===== src/rtl/alu.sv =====
// ALU: unsigned 16-bit add / subtract / multiply / divide with registered result.
//
// Ports:
//   clk      in   1   single clock, all state updates on rising edge
//   rst_n    in   1   synchronous active-low reset, aborts any running operation
//   start    in   1   launch request, accepted only while idle
//   num1     in   16  first operand, unsigned, [0:15] with bit 0 = MSB
//   num2     in   16  second operand, same format as num1
//   op       in   2   0 add, 1 subtract, 2 multiply, 3 divide
//   res      out  16  registered result, [0:15] with bit 0 = MSB
//   isValid  out  1   res holds a completed, error-free result
//   err      out  1   last completed operation failed (res forced to zero)
//   busy     out  1   multi-cycle operation in progress
//
// Add and subtract complete one edge after acceptance. Multiply (shift-add) and
// divide (restoring) run 16 iterations and complete 17 edges after acceptance.
//
// Configuration macro ALU_DIV_EN: when defined the divider is built; otherwise
// op=3 completes one edge after acceptance with err=1.

module alu (
   input  logic        clk,
   input  logic        rst_n,
   input  logic        start,
   input  logic [0:15] num1,
   input  logic [0:15] num2,
   input  logic [1:0]  op,
   output logic [0:15] res,
   output logic        isValid,
   output logic        err,
   output logic        busy
);

   localparam logic [1:0] OpAdd = 2'd0;
   localparam logic [1:0] OpSub = 2'd1;
   localparam logic [1:0] OpMul = 2'd2;
   localparam logic [1:0] OpDiv = 2'd3;

   localparam logic [4:0] NumIter = 5'd16;

   typedef enum logic [0:0] {StIdle, StCalc} state_e;

   state_e      state_q, state_d;
   logic [1:0]  op_q, op_d;
   // Multiply: a = multiplicand, b = multiplier shifted out MSB first.
   // Divide:   a = dividend shifted out MSB first / quotient shifted in, b = divisor.
   logic [15:0] a_q, a_d;
   logic [15:0] b_q, b_d;
   // Multiply: product accumulator. Divide: low half holds the partial remainder.
   logic [31:0] acc_q, acc_d;
   logic [4:0]  cnt_q, cnt_d;
   logic [15:0] res_q, res_d;
   logic        valid_q, valid_d;
   logic        err_q, err_d;

   logic [16:0] sum;
   logic [16:0] diff;
   logic        fin;
   logic [15:0] fin_res;
   logic        fin_err;

`ifdef ALU_DIV_EN
   logic [16:0] rem_sh;
   logic [16:0] trial;
`endif

   // Bit 16 of sum is the carry out; bit 16 of diff is the borrow (num1 < num2).
   assign sum  = {1'b0, a_q} + {1'b0, b_q};
   assign diff = {1'b0, a_q} - {1'b0, b_q};

`ifdef ALU_DIV_EN
   assign rem_sh = {acc_q[15:0], a_q[15]};
   assign trial  = rem_sh - {1'b0, b_q};
`endif

   always_comb begin
      state_d = state_q;
      op_d    = op_q;
      a_d     = a_q;
      b_d     = b_q;
      acc_d   = acc_q;
      cnt_d   = cnt_q;
      res_d   = res_q;
      valid_d = valid_q;
      err_d   = err_q;
      fin     = 1'b0;
      fin_res = 16'h0000;
      fin_err = 1'b0;

      unique case (state_q)
         StIdle: begin
            if (start) begin
               state_d = StCalc;
               op_d    = op;
               a_d     = num1;
               b_d     = num2;
               acc_d   = 32'h0;
               cnt_d   = 5'd0;
               valid_d = 1'b0;
               err_d   = 1'b0;
            end
         end

         StCalc: begin
            unique case (op_q)
               OpAdd: begin
                  fin     = 1'b1;
                  fin_res = sum[15:0];
                  fin_err = sum[16];
               end

               OpSub: begin
                  fin     = 1'b1;
                  fin_res = diff[15:0];
                  fin_err = diff[16];
               end

               OpMul: begin
                  if (cnt_q == NumIter) begin
                     fin     = 1'b1;
                     fin_res = acc_q[15:0];
                     fin_err = |acc_q[31:16];
                  end else begin
                     acc_d = {acc_q[30:0], 1'b0} + (b_q[15] ? {16'h0, a_q} : 32'h0);
                     b_d   = {b_q[14:0], 1'b0};
                     cnt_d = cnt_q + 5'd1;
                  end
               end

               OpDiv: begin
`ifdef ALU_DIV_EN
                  if (b_q == 16'h0000) begin
                     fin     = 1'b1;
                     fin_err = 1'b1;
                  end else if (cnt_q == NumIter) begin
                     fin     = 1'b1;
                     fin_res = a_q;
                  end else begin
                     // Restoring step: keep the trial remainder only if it did not borrow.
                     if (!trial[16]) begin
                        acc_d[15:0] = trial[15:0];
                        a_d         = {a_q[14:0], 1'b1};
                     end else begin
                        acc_d[15:0] = rem_sh[15:0];
                        a_d         = {a_q[14:0], 1'b0};
                     end
                     cnt_d = cnt_q + 5'd1;
                  end
`else
                  fin     = 1'b1;
                  fin_err = 1'b1;
`endif
               end

               default: begin
                  fin     = 1'b1;
                  fin_err = 1'b1;
               end
            endcase

            if (fin) begin
               state_d = StIdle;
               res_d   = fin_err ? 16'h0000 : fin_res;
               valid_d = !fin_err;
               err_d   = fin_err;
            end
         end

         default: begin
            state_d = StIdle;
         end
      endcase
   end

   always_ff @(posedge clk) begin
      if (!rst_n) begin
         state_q <= StIdle;
         op_q    <= 2'd0;
         a_q     <= 16'h0000;
         b_q     <= 16'h0000;
         acc_q   <= 32'h0;
         cnt_q   <= 5'd0;
         res_q   <= 16'h0000;
         valid_q <= 1'b0;
         err_q   <= 1'b0;
      end else begin
         state_q <= state_d;
         op_q    <= op_d;
         a_q     <= a_d;
         b_q     <= b_d;
         acc_q   <= acc_d;
         cnt_q   <= cnt_d;
         res_q   <= res_d;
         valid_q <= valid_d;
         err_q   <= err_d;
      end
   end

   // Busy rises one edge after acceptance (first iteration done) and drops at completion.
   assign busy    = (state_q == StCalc) && (cnt_q != 5'd0);
   assign res     = res_q;
   assign isValid = valid_q;
   assign err     = err_q;

endmodule


===== config.mk =====
export PLATFORM = sky130hd
export DESIGN_NAME = alu
export DESIGN_NICKNAME = d
export VERILOG_FILES = /design/src/rtl/alu.sv
export SDC_FILE = /design/constraint.sdc
export NUM_CORES = 1
export LEC_CHECK = 0
export BUFFER_PORTS_ARGS = -buffer_cell sky130_fd_sc_hd__buf_2
export CAP_MARGIN = 20
export CORE_ASPECT_RATIO = 0.75
export CORE_MARGIN = 3
export CORE_UTILIZATION = 55
export DETAILED_ROUTE_END_ITERATION = 6
export PLACE_DENSITY = 0.74
export SKIP_CTS_REPAIR_TIMING = 1
export SLEW_MARGIN = 0
export SYNTH_ARGS = -nofsm -noshare
export SYNTH_HDL_FRONTEND = slang
export SYNTH_SLANG_ARGS = --single-unit

===== constraint.sdc =====
create_clock -name clk -period 7.2 [get_ports clk]
set_input_delay 0.36 -clock clk [delete_from_list [all_inputs] [get_ports clk]]
set_output_delay 0.36 -clock clk [all_outputs]
set_load 0.005 [all_outputs]

==> results.sh <==
export IMPL_portBuffers=55
export IMPL_met2_usage_pct=43.4
export IMPL_status="complete, no violations"
export IMPL_final_design_area_no_fill_sq_um=7070
export IMPL_yosysSeqAreaShare_pct=28.2
export IMPL_tightest_slew_ps=1080
export IMPL_post_route_util_pct=63.7
export IMPL_synth_compound_area_share_pct=24.3
export IMPL_rsz0062_at_grt="false"
export IMPL_clock_skew_ps=12.5
export IMPL_dr_pass1_iters=5
export IMPL_grt_use_met1_pct=39.0
export IMPL_start_kind="flip-flop"
export IMPL_slew_headroom_pct=28.2
export IMPL_p_int_uw=933
export IMPL_drc=0
export IMPL_clk_pin_slew_ps=70
export IMPL_p_clk_share_pct=39.4
export IMPL_final_common_cell="nand2_1"
export IMPL_htree_levels=3
export IMPL_row_count=33
export IMPL_layout_common_cells="nand2_1 (117), dfxtp_1 (90), buf_2 (55), o21ai_0 (51), ha_1 (50)"
export IMPL_hp_class="input pin to flip-flop"
export IMPL_end_kind="flip-flop"
export IMPL_synth_top_area_share_pct=28.2
export IMPL_wirelength_um=17700
export IMPL_synth_distinct_cells=73
export IMPL_use_met3_pct=5.90
export IMPL_powerDensity_nw_per_um2=189
export IMPL_synth_simple_gate_area_share_pct=23.3
export IMPL_synth_top_family_by_area="compound AO/OA/AOI/OAI gates"
export IMPL_cellLeakagePower_nw=3.06
export IMPL_finalHoldViolCount=0
export IMPL_cap_violations=0
export IMPL_p_seq_share_pct=40.4
export IMPL_die_x_um=130
export IMPL_synth_flop_cell="dfxtp_1"
export IMPL_viasPerCell=6.15
export IMPL_root_buffer="clkbuf_16"
export IMPL_p_sw_uw=403
export IMPL_syn_cell_area_sq_um=6380
export IMPL_grt_max_degree=72
export IMPL_grt_busiest_layer="met2"
export IMPL_wl_per_cell_um=18.0
export IMPL_core_area_sq_um=11100
export IMPL_synth_mux_area_share_pct=2.86
export IMPL_critPathRequiredTime_ps=7460
export IMPL_avgSynthCellArea_sq_um=7.95
export IMPL_clk_latency_ps=350
export IMPL_drt_initial_drc_count=508
export IMPL_synth_warnings=0
export IMPL_cts_tree="built"
export IMPL_place_area_sq_um=6720
export IMPL_setup_violations=0
export IMPL_slew_violations=0
export IMPL_gp_congestion=0.960
export IMPL_synth_xor_area_share_pct=5.22
export IMPL_grt_antenna_before_repair=0
export IMPL_cts_inserted_buffers=9
export IMPL_grt_pass1_wl_um=28700
export IMPL_tns_ps=0
export IMPL_ys_ff_latch=90
export IMPL_grt_overflow=0
export IMPL_final_fill_count=947
export IMPL_comb_power_share_pct=20.2
export IMPL_synthArstFlopShare_pct=0
export IMPL_p_sw_share_pct=30.2
export IMPL_grt_use_total_pct=27.9
export IMPL_syn_num_nets=893
export IMPL_clock_sinks=90
export IMPL_min_period_over_period_pct=44.7
export IMPL_n_antenna_cell=0
export IMPL_dr_total_vias=6039
export IMPL_synthTopCellsByArea="dfxtp_1 (28%), ha_1 (9.8%), nand2_1 (6.9%), o21ai_0 (4.1%), a21boi_0 (3.5%)"
export IMPL_die_h_um=99.3
export IMPL_path_max_fanout=17
export IMPL_final_antenna_net_count=0
export IMPL_nets=927
export IMPL_synth_fa_ha_area_share_pct=10.7
export IMPL_peakVddDrop_mv=0.137
export IMPL_synth_top_cell_by_area="dfxtp_1"
export IMPL_arrival_ps=3480
export IMPL_fmax_ghz=0.311
export IMPL_synth_cells=803
export IMPL_start_util_pct=57.5
export IMPL_ctsLongestPathBuffers=2
export IMPL_io_pins=56
export IMPL_syn_to_final_growth_pct=10.8
export IMPL_first_global_vias=5734
export IMPL_path_class="flip-flop to flip-flop"
export IMPL_die_area_sq_um=12900
export IMPL_fin_crit_ps=3220
export IMPL_drive_gt1_share_pct=11.5
export IMPL_hpwlAfterDp_um=13200
export IMPL_synth_edf_count=0
-- cell families (layout without fill, tap and decap cells) --
kind of cell,Yosys count,after routing
xor+xnor,38,38
buf+inv,85,124
fa+ha+maj,53,53
flops,90,90
mux,18,18
compound gates,222,222
simple gates,297,297
-- cell usage after synthesis (16+ instances only) --
| cell | instances |
|---|---|
| a21boi_0 | 30 |
| a21oi_1 | 39 |
| and2_1 | 24 |
| clkbuf_1 | 29 |
| dfxtp_1 | 90 |
| ha_1 | 50 |
| inv_1 | 45 |
| mux2i_1 | 16 |
| nand2_1 | 117 |
| nand3_1 | 31 |
| nor2_1 | 31 |
| nor2b_1 | 17 |
| o211a_1 | 17 |
| o21ai_0 | 52 |
| xnor2_1 | 20 |
| xor2_1 | 18 |
-- worst max-delay path: stages (launching register included) --
cell and delay (ps):
dfxtp_1 630, inv_1 130, nor2_1 140, ha_1 210
fa_1 250, a211oi_1 100, o21ai_0 340, nand3_1 120
a41o_1 230, a21oi_1 490, nand3_1 170, xor2_1 160
o21ai_0 150
-- per-layer routing --
metal / vias up / share of wire (%)
met5: - / 0
met4: 0 / 2.5
met3: 40 / 7.7
met2: 261 / 45
met1: 2831 / 45
li1: 2907 / -
-- layout make-up --
type	instances	area [sq um]	area share [%]
clock buffers	9	225	3.18
clock inverters	7	101	1.43
inverters	45	169	2.39
multi-input cells	628	4240	60.0
flip-flops and latches	90	1800	25.5
well taps	140	175	2.48
repair buffers	63	355	5.02
-- sequential cells by signal, indices dropped and copies added, names as in the netlist --
register,cells
acc_q,32
a_q,16
b_q,16
res,16
cnt_q,5
op_q,2
err,1
isValid,1
state_q,1
-- power by group through the flow --
stage                     Combinational, mW  Sequential [mW]  Clock (mW)
after CTS                             0.263            0.540       0.528
after global placement                0.252            0.550           0
after floorplan                       0.196            0.542           0
after detailed placement              0.261            0.551           0
after global routing                  0.297            0.542       0.551
final                                 0.270            0.540       0.527
-- stage by stage --
stage / instances / hold slack [ps] / power, mW / setup slack (ps)
5_1_grt: 982 / 268 / 1.39 / 3720
2_1_floorplan: 803 / 425 / 0.738 / 4630
3_3_place_gp: 965 / 468 / 0.801 / 4130
4_1_cts: 981 / 255 / 1.33 / 3930
3_5_place_dp: 965 / 472 / 0.812 / 3950
6_report: 982 / 252 / 1.34 / 3980
-- final timing paths --
| path | cells past startpoint | end | start | slack, ps |
|---|---|---|---|---|
| setup / recovery | 12 | acc_q[31] | b_q[15] | 3980 |
| hold / removal | 3 | op_q[1] | op[1] | 250 |
| setup reg to reg | 12 | acc_q[31] | b_q[15] | 3980 |
| hold reg to reg | 2 | res[9] | res[9] | 480 |
No activity file was read; power rests on OpenSTA's default activity.
